### src/rtl/fp_scaleb_pipe.sv
// Three-stage floating-point scaleb: o = a * 2^b with denormal normalisation, RNE gradual underflow and qNaN propagation.
// Optional IEEE flags (ovf_o/unf_o/inx_o) are built only when FP_SCALEB_FLAGS_EN is defined.
module fp_scaleb_pipe #(
  parameter int EWID = 8,
  parameter int FMSB = 22,
  parameter int BWID = 16,
  localparam int FPWID = 1 + EWID + FMSB + 1
) (
  input  logic             clk,
  input  logic             rst_n,
  input  logic             ce,
  input  logic             valid_i,
  input  logic [FPWID-1:0] a,
  input  logic [BWID-1:0]  b,
  output logic             valid_o,
  output logic [FPWID-1:0] o,
  output logic             ovf_o,
  output logic             unf_o,
  output logic             inx_o
);

  localparam int MW  = FMSB + 2;
  localparam int SW  = ((EWID > BWID) ? EWID : BWID) + 2;
  localparam int LZW = $clog2(FMSB + 2);

  localparam logic signed [SW-1:0] S_ZERO = {SW{1'b0}};
  localparam logic signed [SW-1:0] S_ONE  = SW'(1);
  localparam logic signed [SW-1:0] S_OVF  = SW'((2 ** EWID) - 1);
  localparam logic        [SW-1:0] SH_CAP = SW'(MW + 1);

  typedef enum logic [1:0] {
    CLS_FIN  = 2'd0,
    CLS_PASS = 2'd1,
    CLS_NAN  = 2'd2
  } cls_e;

  function automatic logic [LZW-1:0] lzc(input logic [FMSB:0] f);
    logic [LZW-1:0] n;
    n = LZW'(FMSB + 1);
    for (int i = 0; i <= FMSB; i++) begin
      if (f[i]) n = LZW'(FMSB - i);
    end
    return n;
  endfunction

  logic                 v1_q, v1_d, v2_q, v2_d, v3_q, v3_d;
  logic [FPWID-1:0]     a1_q, a1_d, a2_q, a2_d, o3_q, o3_d;
  cls_e                 cls1_q, cls1_d, cls2_q, cls2_d;
  logic [MW-1:0]        m1_q, m1_d, m2_q, m2_d;
  logic signed [SW-1:0] e1_q, e1_d, b1_q, b1_d, s2_q, s2_d;
`ifdef FP_SCALEB_FLAGS_EN
  logic                 ovf3_q, ovf3_d, unf3_q, unf3_d, inx3_q, inx3_d;
`endif

  logic [EWID-1:0]   exp_s;
  logic [FMSB:0]     frac_s;
  logic [LZW-1:0]    lz_s;
  logic [SW-1:0]     sh_s;
  logic [2*MW-1:0]   wide_s;
  logic [MW-1:0]     kept_s, rnd_s;
  logic              guard_s, sticky_s, sign_s;

  assign exp_s  = a[FPWID-2 -: EWID];
  assign frac_s = a[FMSB:0];

  // Stage 1: classify a, normalise denormals (hidden bit forced into m[MW-1]), sign-extend b
  always_comb begin
    lz_s   = lzc(frac_s);
    cls1_d = CLS_FIN;
    m1_d   = {1'b1, frac_s};
    e1_d   = {{(SW-EWID){1'b0}}, exp_s};
    if (exp_s == {EWID{1'b1}}) begin
      if (frac_s != {(FMSB+1){1'b0}}) cls1_d = CLS_NAN;
      else                            cls1_d = CLS_PASS;
    end else if (exp_s == {EWID{1'b0}}) begin
      if (frac_s == {(FMSB+1){1'b0}}) begin
        cls1_d = CLS_PASS;
      end else begin
        m1_d = {1'b0, frac_s} << ({1'b0, lz_s} + {{LZW{1'b0}}, 1'b1});
        e1_d = S_ZERO - SW'(lz_s);
      end
    end else begin
      cls1_d = CLS_FIN;
    end
    b1_d = {{(SW-BWID){b[BWID-1]}}, b};
    a1_d = a;
    v1_d = valid_i;
  end

  // Stage 2: exponent sum; SW leaves headroom so extreme b never wraps
  always_comb begin
    s2_d   = e1_q + b1_q;
    m2_d   = m1_q;
    cls2_d = cls1_q;
    a2_d   = a1_q;
    v2_d   = v1_q;
  end

  // Stage 3: assemble special / overflow / normal / gradual-underflow result
  always_comb begin
    sign_s   = a2_q[FPWID-1];
    sh_s     = S_ONE - s2_q;
    wide_s   = {m2_q, {MW{1'b0}}} >> sh_s;
    kept_s   = wide_s[2*MW-1:MW];
    guard_s  = wide_s[MW-1];
    sticky_s = |wide_s[MW-2:0];
    if (sh_s >= SH_CAP) begin
      kept_s   = {MW{1'b0}};
      guard_s  = 1'b0;
      sticky_s = |m2_q;
    end else begin
      kept_s   = wide_s[2*MW-1:MW];
    end
    rnd_s = kept_s + {{(MW-1){1'b0}}, guard_s & (sticky_s | kept_s[0])};
    v3_d  = v2_q;
`ifdef FP_SCALEB_FLAGS_EN
    ovf3_d = 1'b0;
    unf3_d = 1'b0;
    inx3_d = 1'b0;
`endif
    case (cls2_q)
      CLS_NAN:  o3_d = a2_q | (FPWID'(1) << FMSB);
      CLS_PASS: o3_d = a2_q;
      CLS_FIN: begin
        if (s2_q >= S_OVF) begin
          o3_d = {sign_s, {EWID{1'b1}}, {(FMSB+1){1'b0}}};
`ifdef FP_SCALEB_FLAGS_EN
          ovf3_d = 1'b1;
`endif
        end else if (s2_q >= S_ONE) begin
          o3_d = {sign_s, s2_q[EWID-1:0], m2_q[FMSB:0]};
        end else begin
          // A rounding carry lands in the exp LSB, giving the smallest normal
          o3_d = {sign_s, {(EWID-1){1'b0}}, rnd_s[FMSB+1], rnd_s[FMSB:0]};
`ifdef FP_SCALEB_FLAGS_EN
          inx3_d = guard_s | sticky_s;
          unf3_d = guard_s | sticky_s;
`endif
        end
      end
      default:  o3_d = a2_q;
    endcase
  end

  // Pipeline registers: async clear, hold on ce low, data loads regardless of valid
  always_ff @(posedge clk or negedge rst_n) begin
    if (!rst_n) begin
      v1_q   <= 1'b0;
      v2_q   <= 1'b0;
      v3_q   <= 1'b0;
      a1_q   <= {FPWID{1'b0}};
      a2_q   <= {FPWID{1'b0}};
      o3_q   <= {FPWID{1'b0}};
      cls1_q <= CLS_FIN;
      cls2_q <= CLS_FIN;
      m1_q   <= {MW{1'b0}};
      m2_q   <= {MW{1'b0}};
      e1_q   <= S_ZERO;
      b1_q   <= S_ZERO;
      s2_q   <= S_ZERO;
`ifdef FP_SCALEB_FLAGS_EN
      ovf3_q <= 1'b0;
      unf3_q <= 1'b0;
      inx3_q <= 1'b0;
`endif
    end else if (ce) begin
      v1_q   <= v1_d;
      v2_q   <= v2_d;
      v3_q   <= v3_d;
      a1_q   <= a1_d;
      a2_q   <= a2_d;
      o3_q   <= o3_d;
      cls1_q <= cls1_d;
      cls2_q <= cls2_d;
      m1_q   <= m1_d;
      m2_q   <= m2_d;
      e1_q   <= e1_d;
      b1_q   <= b1_d;
      s2_q   <= s2_d;
`ifdef FP_SCALEB_FLAGS_EN
      ovf3_q <= ovf3_d;
      unf3_q <= unf3_d;
      inx3_q <= inx3_d;
`endif
    end
  end

  assign valid_o = v3_q;
  assign o       = o3_q;
`ifdef FP_SCALEB_FLAGS_EN
  assign ovf_o = ovf3_q;
  assign unf_o = unf3_q;
  assign inx_o = inx3_q;
`else
  assign ovf_o = 1'b0;
  assign unf_o = 1'b0;
  assign inx_o = 1'b0;
`endif

endmodule

### config.mk
export PLATFORM = sky130hd
export DESIGN_NAME = fp_scaleb_pipe
export DESIGN_NICKNAME = d
export VERILOG_FILES = /design/src/rtl/fp_scaleb_pipe.sv
export SDC_FILE = /design/constraint.sdc
export NUM_CORES = 1
export LEC_CHECK = 0
export CORE_MARGIN = 10
export CORE_UTILIZATION = 35
export DETAILED_ROUTE_END_ITERATION = 7
export MAX_ROUTING_LAYER = met4
export SYNTH_ARGS = -nofsm -noshare
export SYNTH_HDL_FRONTEND = slang
export SYNTH_SLANG_ARGS = --single-unit
### constraint.sdc
create_clock -name clk -period 6.2 [get_ports clk]
set_input_delay 0.62 -clock clk [delete_from_list [all_inputs] [get_ports clk]]
set_output_delay 0.62 -clock clk [all_outputs]
set_load 0.01 [all_outputs]
==> qor.csv <==
stage;metric;value;unit
clocking;H-tree depth;4;
die;die area;0.0455;mm2
detailed_routing;Final ANT Viol Nets;0;
final_layout;post-route cell area;0.0150;mm2
timing;Max Slew Vio Count;0;
critical_path;CP max FO;18;
timing;Final Hold Viols;0;
grt;vias in the first global route;11200;
critical_path;Crit. End Element;flip-flop;
clocking;Clock Path Buffers;2;
critical_path;Arr. time, crit path;5.37;ns
grt;Overall Global Routing Usage;0.203;
final_layout;Area Overhead vs Synth;14.5;%
timing;fin crit period;5.05;ns
die;row count;70;
critical_path;R2R Setup Slk;1.26;ns
clocking;# resized after CTS;0;
critical_path;critical path type;input pin to flip-flop;
final_layout;Multi-input gate area;0.00772;mm2
synthesis;Area contributors post-synth;dfrtp_1 (37%), mux2_2 (12%), mux4_2 (5.5%), nor2_1 (2.9%), a21oi_1 (2.7%);
critical_path;Worst path slowest cell;xnor2_2;
detailed_routing;wire per inst;23.8;um
critical_path;CP bufs+invs;1;
synthesis;Post-synth top flop;dfrtp_1;
timing;Final Cycle Share;0.815;
final_layout;ant diodes;0;
synthesis;register area share after synthesis;0.371;
clocking;Post-CTS Hold Fix Bufs;0;
synthesis;dominant cell type by area after synthesis;dfrtp_1;
placed_design;I/O Buffers;84;
critical_path;cell family with most CP delay;compound AO/OA/AOI/OAI gates;
timing;FMAX;198;MHz
timing;Final TNS setup;0;ns
clocking;Post-CTS Setup Inserts;0;
grt;largest net degree at the start of global routing;185;
timing;worst slew pin tran;1.25;ns
power_and_ir_drop;Peak VDD IR;222;uV
detailed_routing;Vias/cell;6.09;
synthesis;syn avg cell area;9.60;um2
synthesis;library cells used by synthesis;81;
die;initial core utilization;0.356;
synthesis;most common cell in the netlist;dfrtp_1;
die;DIE WIDTH;213;um
final_layout;Post-Layout Cell Count;1873;
detailed_routing;DRC violations left;0;
synthesis;Synth Cell Area;0.0131;mm2
synthesis;Post-synth top cells;dfrtp_1 (194), mux2_2 (141), nor2_1 (102);
placed_design;GPL Wtd Cong;0.946;
clocking;clock-pin slew on the worst setup and hold paths;0.08;ns
synthesis;YS warnings;0;
final_layout;nets@finish;1465;
clocking;Num CTS Buffers;17;
final_layout;fill count;3629;
clocking;clk_lat worst skew;0.46;ns
min_path;Hold Crit Class;input pin to async pin;
run_status;status;complete, no violations;
clocking;clock sinks;194;
detailed_routing;DR pass1 iterations;5;
detailed_routing;routed vias;11400;
timing;RSZ-0062 raised after global routing;no;
synthesis;cell count after synthesis;1363;
timing;final setup vio count;0;
grt;first-pass GRT wire length;69.4;mm
timing;worst hold slack;0.168;ns
placed_design;Placed Instance Area;0.0143;mm2
detailed_routing;WL final;44.6;mm
critical_path;CP max stage delay;0.82;ns
placed_design;DP Cell Count;1841;
final_layout;register area;0.00486;mm2
grt;total global routing overflow;0;
clocking;CTS tree;built;
die;die height;213;um
synthesis;ys async rst share;1.00;
placed_design;DP Wirelength;33.0;mm
timing;Layout Skew;0.0172;ns
synthesis;number of synthesized flops with an enable pin;0;
die;Core Area;0.0368;mm2
run;Max Cap Viol;0;
power_and_ir_drop;PD cells;315;mW/mm2
power_and_ir_drop;leak pwr;5.82;nW
final_layout;ratio of cells with drive above 1 in the final layout;0.181;
grt;initial antenna violation count;0;
critical_path;critical-path cell list;clkdlybuf4s50_1 > nor2_1 > o21ai_0 > a211oi_1 > o31ai_1 > a31oi_1 > nor2_1 > ha_1 > xnor2_2 > o311ai_0 > o21ai_0 > o31ai_1 > a221oi_1 > o2bb2ai_1;
detailed_routing;initial detailed-routing violation count;1016;
die;Ports;88;
clocking;CTS root buffer;clkbuf_16;
timing;Slew headroom;0.164;
synthesis;share of the synthesized area in the top cell type;0.371;
critical_path;Startpoint Class;input pin;
synthesis;Synth Register Bits;194;
critical_path;Worst Path Required;6.52;ns
==> layout make-up <==
cell class,count,share of cell area
Clock inverter,13,0.0132
Multi-Input combinational cell,1034,0.515
Inverter,38,0.00952
Clock buffer,19,0.0296
Tap cell,468,0.0391
Sequential cell,194,0.324
Timing Repair Buffer,107,0.0690
==> cell families after synthesis <==
group / count (synthesis) / synth area share
adders and majority gates: 21 / 0.0207
DFF: 194 / 0.371
and+or+nand+nor: 421 / 0.164
AOI/OAI and AO/OA: 359 / 0.185
muxes: 200 / 0.197
xor gates and xnor gates: 30 / 0.0201
buffers and inverters: 137 / 0.0415
other: 1 / 0.000287
==> path summary, 6_finish.rpt <==
| check | endpoint | start | cells past startpoint |
|---|---|---|---|
| min reg2reg | a2_q[4] | a1_q[4] | 1 |
| max reg2reg | o[12] | s2_q[1] | 14 |
| max in group asynchronous | s2_q[0] | rst_n | 2 |
| min in group clk | a2_q[4] | a1_q[4] | 1 |
| max | m1_q[20] | a[3] | 14 |
| min | b1_q[15] | rst_n | 1 |
==> power by group <==
part	internal [mW]	total (mW)	switching [mW]
Sequential	1.43	1.64	0.210
Combinational	0.773	1.85	1.08
Clock	0.665	1.22	0.552
==> per-layer routing <==
layer / global-route usage / up-vias / part of all wire / routed length (um)
met5: - / - / 0 / 0
met4: 0.0653 / 0 / 0.026 / 1170
met3: 0.0306 / 69 / 0.052 / 2310
met2: 0.303 / 409 / 0.46 / 20600
met1: 0.277 / 5694 / 0.46 / 20500
li1: - / 5231 / - / -
==> cells in the final DEF (no fill, tap or decap), types with 20 or more instances in the layout <==
cell type        instances
buf_4                   22
mux2i_1                 27
mux2_2                 141
a21oi_1                 71
o21ai_0                 68
nor2_1                 102
clkdlybuf4s50_1         82
a31oi_1                 24
mux4_2                  32
nor4_1                  20
ha_1                    20
a221oi_1                21
dfrtp_1                193
nand2_1                 93
o211ai_1                20
and3_1                  24
nand3_1                 47
inv_1                   35
nor3_1                  45
==> sequential cells by signal (all words and copies together), names as in the netlist <==
name	flops
m1_q	24
a1_q	32
s2_q	18
b1_q	16
valid_o	1
v2_q	1
cls2_q	2
a2_q	32
v1_q	1
o	32
cls1_q	2
m2_q	24
e1_q	9
==> worst register-to-register path, cell delays in order, from the launching register on <==
cell and delay, ns:
dfrtp_1 0.38, buf_4 0.28, or4_1 0.61, nor4b_1 0.68
o211a_1 0.32, nor2b_1 0.43, nand3_1 0.25, nor2_1 0.23
and2_1 0.15, ha_1 0.19, nand3_1 0.08, nor4b_1 0.61
a2111o_1 0.25, a31oi_1 0.09, a211o_1 0.27
==> stage by stage <==
step	total power [mW]	util	setup slack, ns
global route	4.98	0.407	0.866
finish	4.71	0.407	1.15
CTS	4.71	0.407	1.27
floorplan	2.85	-	1.43
detailed placement	3.49	0.390	0.793
global placement	3.49	0.390	0.594
Note: power is estimated with default switching activity, not from simulation.
